## src/rtl/multicycle_controller_pkg.sv

```systemverilog
// Shared encodings for the multicycle RV32I controller: opcodes, ALU codes, mux selects, FSM states.
// The HALT state exists only when MULTICYCLE_ILLEGAL_TRAP_EN is defined.
package multicycle_controller_pkg;

    localparam int unsigned OP_W    = 7;
    localparam int unsigned F3_W    = 3;
    localparam int unsigned OPC_W   = 3;
    localparam int unsigned SEL_W   = 2;
    localparam int unsigned IMM_W   = 3;
    localparam int unsigned ALUOP_W = 2;

    localparam logic [OP_W-1:0] OP_LW   = 7'b0000011;
    localparam logic [OP_W-1:0] OP_SW   = 7'b0100011;
    localparam logic [OP_W-1:0] OP_R    = 7'b0110011;
    localparam logic [OP_W-1:0] OP_I    = 7'b0010011;
    localparam logic [OP_W-1:0] OP_BR   = 7'b1100011;
    localparam logic [OP_W-1:0] OP_JAL  = 7'b1101111;
    localparam logic [OP_W-1:0] OP_JALR = 7'b1100111;
    localparam logic [OP_W-1:0] OP_LUI  = 7'b0110111;

    localparam logic [OPC_W-1:0] OPC_AND  = 3'b000;
    localparam logic [OPC_W-1:0] OPC_OR   = 3'b001;
    localparam logic [OPC_W-1:0] OPC_XOR  = 3'b010;
    localparam logic [OPC_W-1:0] OPC_ADD  = 3'b011;
    localparam logic [OPC_W-1:0] OPC_SUB  = 3'b100;
    localparam logic [OPC_W-1:0] OPC_SLT  = 3'b101;
    localparam logic [OPC_W-1:0] OPC_SLTU = 3'b110;

    localparam logic [IMM_W-1:0] IMM_I = 3'b000;
    localparam logic [IMM_W-1:0] IMM_S = 3'b001;
    localparam logic [IMM_W-1:0] IMM_B = 3'b010;
    localparam logic [IMM_W-1:0] IMM_J = 3'b011;
    localparam logic [IMM_W-1:0] IMM_U = 3'b100;

    localparam logic [SEL_W-1:0] RES_ALUOUT = 2'b00;
    localparam logic [SEL_W-1:0] RES_DATA   = 2'b01;
    localparam logic [SEL_W-1:0] RES_ALURES = 2'b10;
    localparam logic [SEL_W-1:0] RES_IMM    = 2'b11;

    localparam logic [SEL_W-1:0] SRCA_PC    = 2'b00;
    localparam logic [SEL_W-1:0] SRCA_OLDPC = 2'b01;
    localparam logic [SEL_W-1:0] SRCA_RD1   = 2'b10;

    localparam logic [SEL_W-1:0] SRCB_RD2   = 2'b00;
    localparam logic [SEL_W-1:0] SRCB_IMM   = 2'b01;
    localparam logic [SEL_W-1:0] SRCB_FOUR  = 2'b10;

    localparam logic [ALUOP_W-1:0] ALUOP_ADD = 2'b00;
    localparam logic [ALUOP_W-1:0] ALUOP_BR  = 2'b01;
    localparam logic [ALUOP_W-1:0] ALUOP_FN  = 2'b10;

    typedef enum logic [3:0] {
        S_FETCH,
        S_DECODE,
        S_MEMADR,
        S_MEMREAD,
        S_MEMWB,
        S_MEMWRITE,
        S_EXECR,
        S_EXECI,
        S_ALUWB,
        S_BRANCH,
        S_JALR,
        S_JAL,
        S_LUI
`ifdef MULTICYCLE_ILLEGAL_TRAP_EN
        , S_HALT
`endif
    } state_e;

    // Branch condition from func3 and the ALU zero flag (SUB/SLT/SLTU result).
    function automatic logic branch_taken(input logic [F3_W-1:0] f3, input logic z);
        case (f3)
            3'b000, 3'b101, 3'b111: branch_taken = z;
            3'b001, 3'b100, 3'b110: branch_taken = ~z;
            default:                branch_taken = 1'b0;
        endcase
    endfunction

endpackage

```

## src/rtl/multicycle_controller_alu_decoder.sv

```systemverilog
// Combinational ALU operation decoder: fixed ADD, branch compare, or func3/func7_5 decode.
module multicycle_controller_alu_decoder
    import multicycle_controller_pkg::*;
(
    input  logic [ALUOP_W-1:0] aluop,
    input  logic [F3_W-1:0]    func3,
    input  logic               func7_5,
    input  logic               rtype,
    output logic [OPC_W-1:0]   opc
);

    always_comb begin
        opc = OPC_ADD;
        case (aluop)
            ALUOP_BR: begin
                case (func3)
                    3'b000, 3'b001: opc = OPC_SUB;
                    3'b100, 3'b101: opc = OPC_SLT;
                    3'b110, 3'b111: opc = OPC_SLTU;
                    default:        opc = OPC_ADD;
                endcase
            end
            ALUOP_FN: begin
                // func7_5 selects SUB only for register-register ops; addi ignores it.
                case (func3)
                    3'b000:  opc = (rtype && func7_5) ? OPC_SUB : OPC_ADD;
                    3'b100:  opc = OPC_XOR;
                    3'b110:  opc = OPC_OR;
                    3'b111:  opc = OPC_AND;
                    3'b010:  opc = OPC_SLT;
                    3'b011:  opc = OPC_SLTU;
                    default: opc = OPC_ADD;
                endcase
            end
            default: opc = OPC_ADD;
        endcase
    end

endmodule

```

## src/rtl/multicycle_controller.sv

```systemverilog
// Multicycle RV32I control FSM: Moore decode of datapath enables/selects from state.
// Optional MULTICYCLE_ILLEGAL_TRAP_EN adds an `illegal` output and a HALT state for unknown opcodes.
module multicycle_controller
    import multicycle_controller_pkg::*;
(
    input  logic               clk,
    input  logic               rst,
    input  logic [OP_W-1:0]    op,
    input  logic [F3_W-1:0]    func3,
    input  logic               func7_5,
    input  logic               zero,
    output logic               PCWrite,
    output logic               AdrSrc,
    output logic               MemWrite,
    output logic               IRWrite,
    output logic [SEL_W-1:0]   ResultSrc,
    output logic [SEL_W-1:0]   ALUSrcA,
    output logic [SEL_W-1:0]   ALUSrcB,
    output logic               RegWrite,
    output logic [IMM_W-1:0]   ImmSrc,
    output logic [OPC_W-1:0]   opc
`ifdef MULTICYCLE_ILLEGAL_TRAP_EN
    , output logic             illegal
`endif
);

    state_e               state_q;
    state_e               state_d;
    logic [ALUOP_W-1:0]   aluop;
    logic                 use_alu;
    logic [OPC_W-1:0]     dec_opc;
    logic                 pcupdate;
    logic                 branch;

    always_ff @(posedge clk) begin
        if (rst) state_q <= S_FETCH;
        else     state_q <= state_d;
    end

    // Next-state sequencing.
    always_comb begin
        state_d = state_q;
        case (state_q)
            S_FETCH:  state_d = S_DECODE;
            S_DECODE: begin
                case (op)
                    OP_LW, OP_SW: state_d = S_MEMADR;
                    OP_R:         state_d = S_EXECR;
                    OP_I:         state_d = S_EXECI;
                    OP_BR:        state_d = S_BRANCH;
                    OP_JAL:       state_d = S_JAL;
                    OP_JALR:      state_d = S_JALR;
                    OP_LUI:       state_d = S_LUI;
`ifdef MULTICYCLE_ILLEGAL_TRAP_EN
                    default:      state_d = S_HALT;
`else
                    default:      state_d = S_FETCH;
`endif
                endcase
            end
            S_MEMADR:   state_d = (op == OP_LW) ? S_MEMREAD : S_MEMWRITE;
            S_MEMREAD:  state_d = S_MEMWB;
            S_MEMWB:    state_d = S_FETCH;
            S_MEMWRITE: state_d = S_FETCH;
            S_EXECR:    state_d = S_ALUWB;
            S_EXECI:    state_d = S_ALUWB;
            S_ALUWB:    state_d = S_FETCH;
            S_BRANCH:   state_d = S_FETCH;
            S_JALR:     state_d = S_JAL;
            S_JAL:      state_d = S_ALUWB;
            S_LUI:      state_d = S_FETCH;
`ifdef MULTICYCLE_ILLEGAL_TRAP_EN
            S_HALT:     state_d = S_HALT;
`endif
            default:    state_d = S_FETCH;
        endcase
    end

    // ALU operation class per state; states that do not drive the ALU leave opc at 000.
    always_comb begin
        aluop   = ALUOP_ADD;
        use_alu = 1'b0;
        case (state_q)
            S_FETCH, S_DECODE, S_MEMADR, S_JALR, S_JAL: use_alu = 1'b1;
            S_EXECR, S_EXECI: begin
                use_alu = 1'b1;
                aluop   = ALUOP_FN;
            end
            S_BRANCH: begin
                use_alu = 1'b1;
                aluop   = ALUOP_BR;
            end
            default: use_alu = 1'b0;
        endcase
    end

    multicycle_controller_alu_decoder u_alu_decoder (
        .aluop   (aluop),
        .func3   (func3),
        .func7_5 (func7_5),
        .rtype   (op == OP_R),
        .opc     (dec_opc)
    );

    // Moore output decode; reset masks every enable and parks the ALU on ADD.
    always_comb begin
        pcupdate  = 1'b0;
        branch    = 1'b0;
        AdrSrc    = 1'b0;
        MemWrite  = 1'b0;
        IRWrite   = 1'b0;
        ResultSrc = RES_ALUOUT;
        ALUSrcA   = SRCA_PC;
        ALUSrcB   = SRCB_RD2;
        RegWrite  = 1'b0;
        ImmSrc    = IMM_I;
        case (state_q)
            S_FETCH: begin
                IRWrite   = 1'b1;
                ALUSrcB   = SRCB_FOUR;
                ResultSrc = RES_ALURES;
                pcupdate  = 1'b1;
            end
            S_DECODE: begin
                ALUSrcA = SRCA_OLDPC;
                ALUSrcB = SRCB_IMM;
                if (op == OP_BR)       ImmSrc = IMM_B;
                else if (op == OP_JAL) ImmSrc = IMM_J;
                else                   ImmSrc = IMM_I;
            end
            S_MEMADR: begin
                ALUSrcA = SRCA_RD1;
                ALUSrcB = SRCB_IMM;
                ImmSrc  = (op == OP_LW) ? IMM_I : IMM_S;
            end
            S_MEMREAD: AdrSrc = 1'b1;
            S_MEMWB: begin
                ResultSrc = RES_DATA;
                RegWrite  = 1'b1;
            end
            S_MEMWRITE: begin
                AdrSrc   = 1'b1;
                MemWrite = 1'b1;
            end
            S_EXECR: ALUSrcA = SRCA_RD1;
            S_EXECI: begin
                ALUSrcA = SRCA_RD1;
                ALUSrcB = SRCB_IMM;
            end
            S_ALUWB: RegWrite = 1'b1;
            S_BRANCH: begin
                ALUSrcA = SRCA_RD1;
                branch  = 1'b1;
            end
            S_JALR: begin
                ALUSrcA = SRCA_RD1;
                ALUSrcB = SRCB_IMM;
            end
            S_JAL: begin
                pcupdate = 1'b1;
                ALUSrcA  = SRCA_OLDPC;
                ALUSrcB  = SRCB_FOUR;
            end
            S_LUI: begin
                ImmSrc    = IMM_U;
                ResultSrc = RES_IMM;
                RegWrite  = 1'b1;
            end
            default: pcupdate = 1'b0;
        endcase

        opc     = use_alu ? dec_opc : OPC_AND;
        PCWrite = pcupdate | (branch & branch_taken(func3, zero));

        if (rst) begin
            PCWrite   = 1'b0;
            AdrSrc    = 1'b0;
            MemWrite  = 1'b0;
            IRWrite   = 1'b0;
            ResultSrc = RES_ALUOUT;
            ALUSrcA   = SRCA_PC;
            ALUSrcB   = SRCB_RD2;
            RegWrite  = 1'b0;
            ImmSrc    = IMM_I;
            opc       = OPC_ADD;
        end
    end

`ifdef MULTICYCLE_ILLEGAL_TRAP_EN
    assign illegal = (state_q == S_HALT) && !rst;
`endif

endmodule

```

## config.mk

```make
export PLATFORM = sky130hd
export DESIGN_NAME = multicycle_controller
export DESIGN_NICKNAME = d
export VERILOG_FILES = /design/src/rtl/multicycle_controller_pkg.sv /design/src/rtl/multicycle_controller_alu_decoder.sv /design/src/rtl/multicycle_controller.sv
export SDC_FILE = /design/constraint.sdc
export NUM_CORES = 1
export LEC_CHECK = 0
export CAP_MARGIN = 20
export CORE_MARGIN = 2
export CORE_UTILIZATION = 43
export CTS_CLUSTER_DIAMETER = 100
export DETAILED_ROUTE_END_ITERATION = 7
export HOLD_SLACK_MARGIN = 0.12
export PLACE_DENSITY_LB_ADDON = 0.08
export SKIP_LAST_GASP = 1
export SYNTH_ARGS = -nofsm -noshare
export SYNTH_HDL_FRONTEND = slang
export SYNTH_SLANG_ARGS = --single-unit
```

## constraint.sdc

```tcl
create_clock -name clk -period 2.1 [get_ports clk]
set_clock_uncertainty 0.05 [all_clocks]
set_input_delay 0.315 -clock clk [delete_from_list [all_inputs] [get_ports clk]]
set_output_delay 0.315 -clock clk [all_outputs]
set_load 0.01 [all_outputs]
```

==> reports/metrics.yaml <==
finish:
  layout-drive-gt1-share_pct: 51.37
  fin_cells: 208
  fillers: 86
  final_cell_mix: "buf_4, dlygate4sd2_1, nor2_1, a21oi_1, clkdlybuf4s50_1"
  area.sequential_um2: 85.08
  largest-register: "state_q"
  utilization_pct: 90.72
  final_common_cell: "buf_4"
  multi_input_area_um2: 775.7
  largest_register_ffs: 4
  area_delta_synth_final_pct: 98.73
  n_antenna_cell: 0
  fin_nets: 201
  largestRegisters: "state_q: 4 flops"
floorplan:
  start_util_pct: 45.65
  dieWidth_um: 46.82
  io-pin-count: 31
  coreArea_um2: 1727
  num_rows: 15
  die_h_um: 46.82
  die-area_um2: 2192
logic_synthesis:
  syn-num-nets: 125
  synth-seq-cells: 4
  ys_warn_count: 0
  synth-edff-count: 0
  yosysUniqueCellTypes: 46
  syn_avg_cell_area_um2: 7.232
  syn_area_um2: 788.3
  ys_seq_area_share_pct: 10.16
  ys_async_sr_fraction_pct: 0
  syn_inst: 109
  synthFlopType: "dfxtp_1"
run_status:
  failed_checks: "setup timing"
  outcome: "finished with violations"
clock_network:
  clockBufferDepth: 2
  ctsRootBufferMaster: "clkbuf_4"
  cts_tree: "built"
  hold_buffers: 0
  clock_sinks: 4
  clk_latency_ns: 0.26
  cts.htree.levels: 1
  cts-buffers-inserted: 3
  clk_pin_slew_worst_paths_ns: 0.04
global_route:
  grt_use_total_pct: 30.31
  grt_pass1_wl_um: 4705
  grt_max_degree: 10
  grt_overflow: 0
  antenna_found_initial: 0
  grt_pass1_vias: 1102
timing:
  setup_slack_ns: -0.1908
  setup-violations-final: 4
  hold_viol: 0
  worst_pin_slew_ns: 0.3510
  rsz0062_at_grt: "true"
  timing.fmax_mhz: 436.5
  period_share_pct: 109.1
  fin_hold_ws_ns: 0.5631
  slew_violations: 0
  min_period_ns: 2.291
  max_slew_margin_pct: 76.60
min_path:
  hold_path.class: "primary input to flop"
  holdPathStages: 5
setup_path:
  r2r.worst_path.cells: 7
  crit_arrival_ns: 1.93
  end_kind: "output port"
  crit_fanout: 4
  cp-start-kind: "flop"
  cp.required_ns: 1.74
  setup.worst_path.class: "flop to output port"
power_and_ir_drop:
  switching_share_pct: 35.50
  p_leak_nw: 0.8084
  ir_worst_vdd_uv: 447.1
  p_seq_share_pct: 21.4
  pwr-share-clk_pct: 28.6
  p_int_uw: 239.1
  fin_total_pwr_uw: 370.7
  pwr-share-comb_pct: 50.0
  power_density_nw_per_um2: 236.7
  p_sw_uw: 131.6
drt:
  avgViaCountPerCell: 5.764
  antenna_left: 0
  wl_per_cell_um: 18.02
  routed_wl_um: 3749
  drc: 0
  drt_iter0_markers: 32
  dr_total_vias: 1199
  first_pass_iters: 4
placement:
  placed_cells: 198
  gp_congestion: 0.8605
  hpwl_um: 2228
  io_buffer_count: 30
  place_ws_ns: -0.5196
job:
  cap_violations: 0
[area by class of cell]
class,count,share of cell area (%)
Clock buffer,3,1.438
Inverter,8,1.917
Multi-Input combinational cell,91,49.52
Sequential cell,4,5.431
Tap cell,25,1.997
Timing Repair Buffer,77,39.70
[power by group through the flow]
stage | clock (mW) | combinational (mW) | sequential, mW
after floorplan | 0 | 0.0629 | 0.0818
after global placement | 0 | 0.157 | 0.0810
after detailed placement | 0 | 0.162 | 0.0811
after CTS | 0.107 | 0.164 | 0.0786
after global routing | 0.113 | 0.197 | 0.0791
final | 0.106 | 0.185 | 0.0792
[critical path: stages, from the launching register on]
cell	delay, ns
dfxtp_2	0.35
inv_2	0.05
nor2_4	0.11
nand2_2	0.09
inv_2	0.10
ha_4	0.17
nand2b_4	0.07
nor3_4	0.19
nand2b_4	0.08
a2111oi_4	0.28
buf_2	0.18
[final timing paths]
check / slack [ns] / end / from
max: -0.19 / opc[2] / state_q[2]$_SDFF_PP0_
min: 0.56 / state_q[0]$_SDFF_PP0_ / op[1]
max reg2reg: 0.59 / state_q[3]$_SDFF_PP0_ / state_q[3]$_SDFF_PP0_
min reg2reg: 0.60 / state_q[2]$_SDFF_PP0_ / state_q[0]$_SDFF_PP0_
[metrics by stage]
step           setup TNS (ns)  cell area, um2
6_report              -0.5041            1567
5_1_grt                -1.035            1567
2_1_floorplan               0           788.3
3_3_place_gp           -2.420            1371
4_1_cts               -0.4778            1473
3_5_place_dp           -2.847            1371
[synth_stat cells (all sizes together), types with 3 or more instances]
master	count	area [um2]
nor2	15	56.30
a21oi	9	45.04
inv	8	30.03
buf	6	48.79
nand2	6	22.52
nand2b	6	45.04
nor3	5	41.29
o21ai	5	28.77
and3	4	25.02
dfxtp	4	80.08
xnor2	3	26.28
[layer usage]
metal / GRT usage, % / vias up / wire (um)
met5: 0 / - / 0
met4: 12.22 / 0 / 125
met3: 7.308 / 17 / 210
met2: 55.34 / 60 / 1967
met1: 33.33 / 574 / 1446
li1: - / 548 / -
[cells by family after synthesis]
logic type / count (synthesis) / synth area share (%)
flip-flops: 4 / 10.16
buffers and inverters: 14 / 9.999
AND/OR/NAND/NOR: 49 / 36.67
adder cells (fa/ha/maj): 2 / 3.174
multiplexers: 3 / 3.968
XOR/XNOR: 4 / 4.445
AO/OA/AOI/OAI: 33 / 31.59
[timing repair]
| item | in CTS | in global routing |
|---|---|---|
| setup endpoints to repair | 15 | 10 |
| resized for setup | 53 | 28 |
| pin swaps | 9 | 12 |
| setup buffers | 5 | 2 |
(Power assumes the default switching activity.)
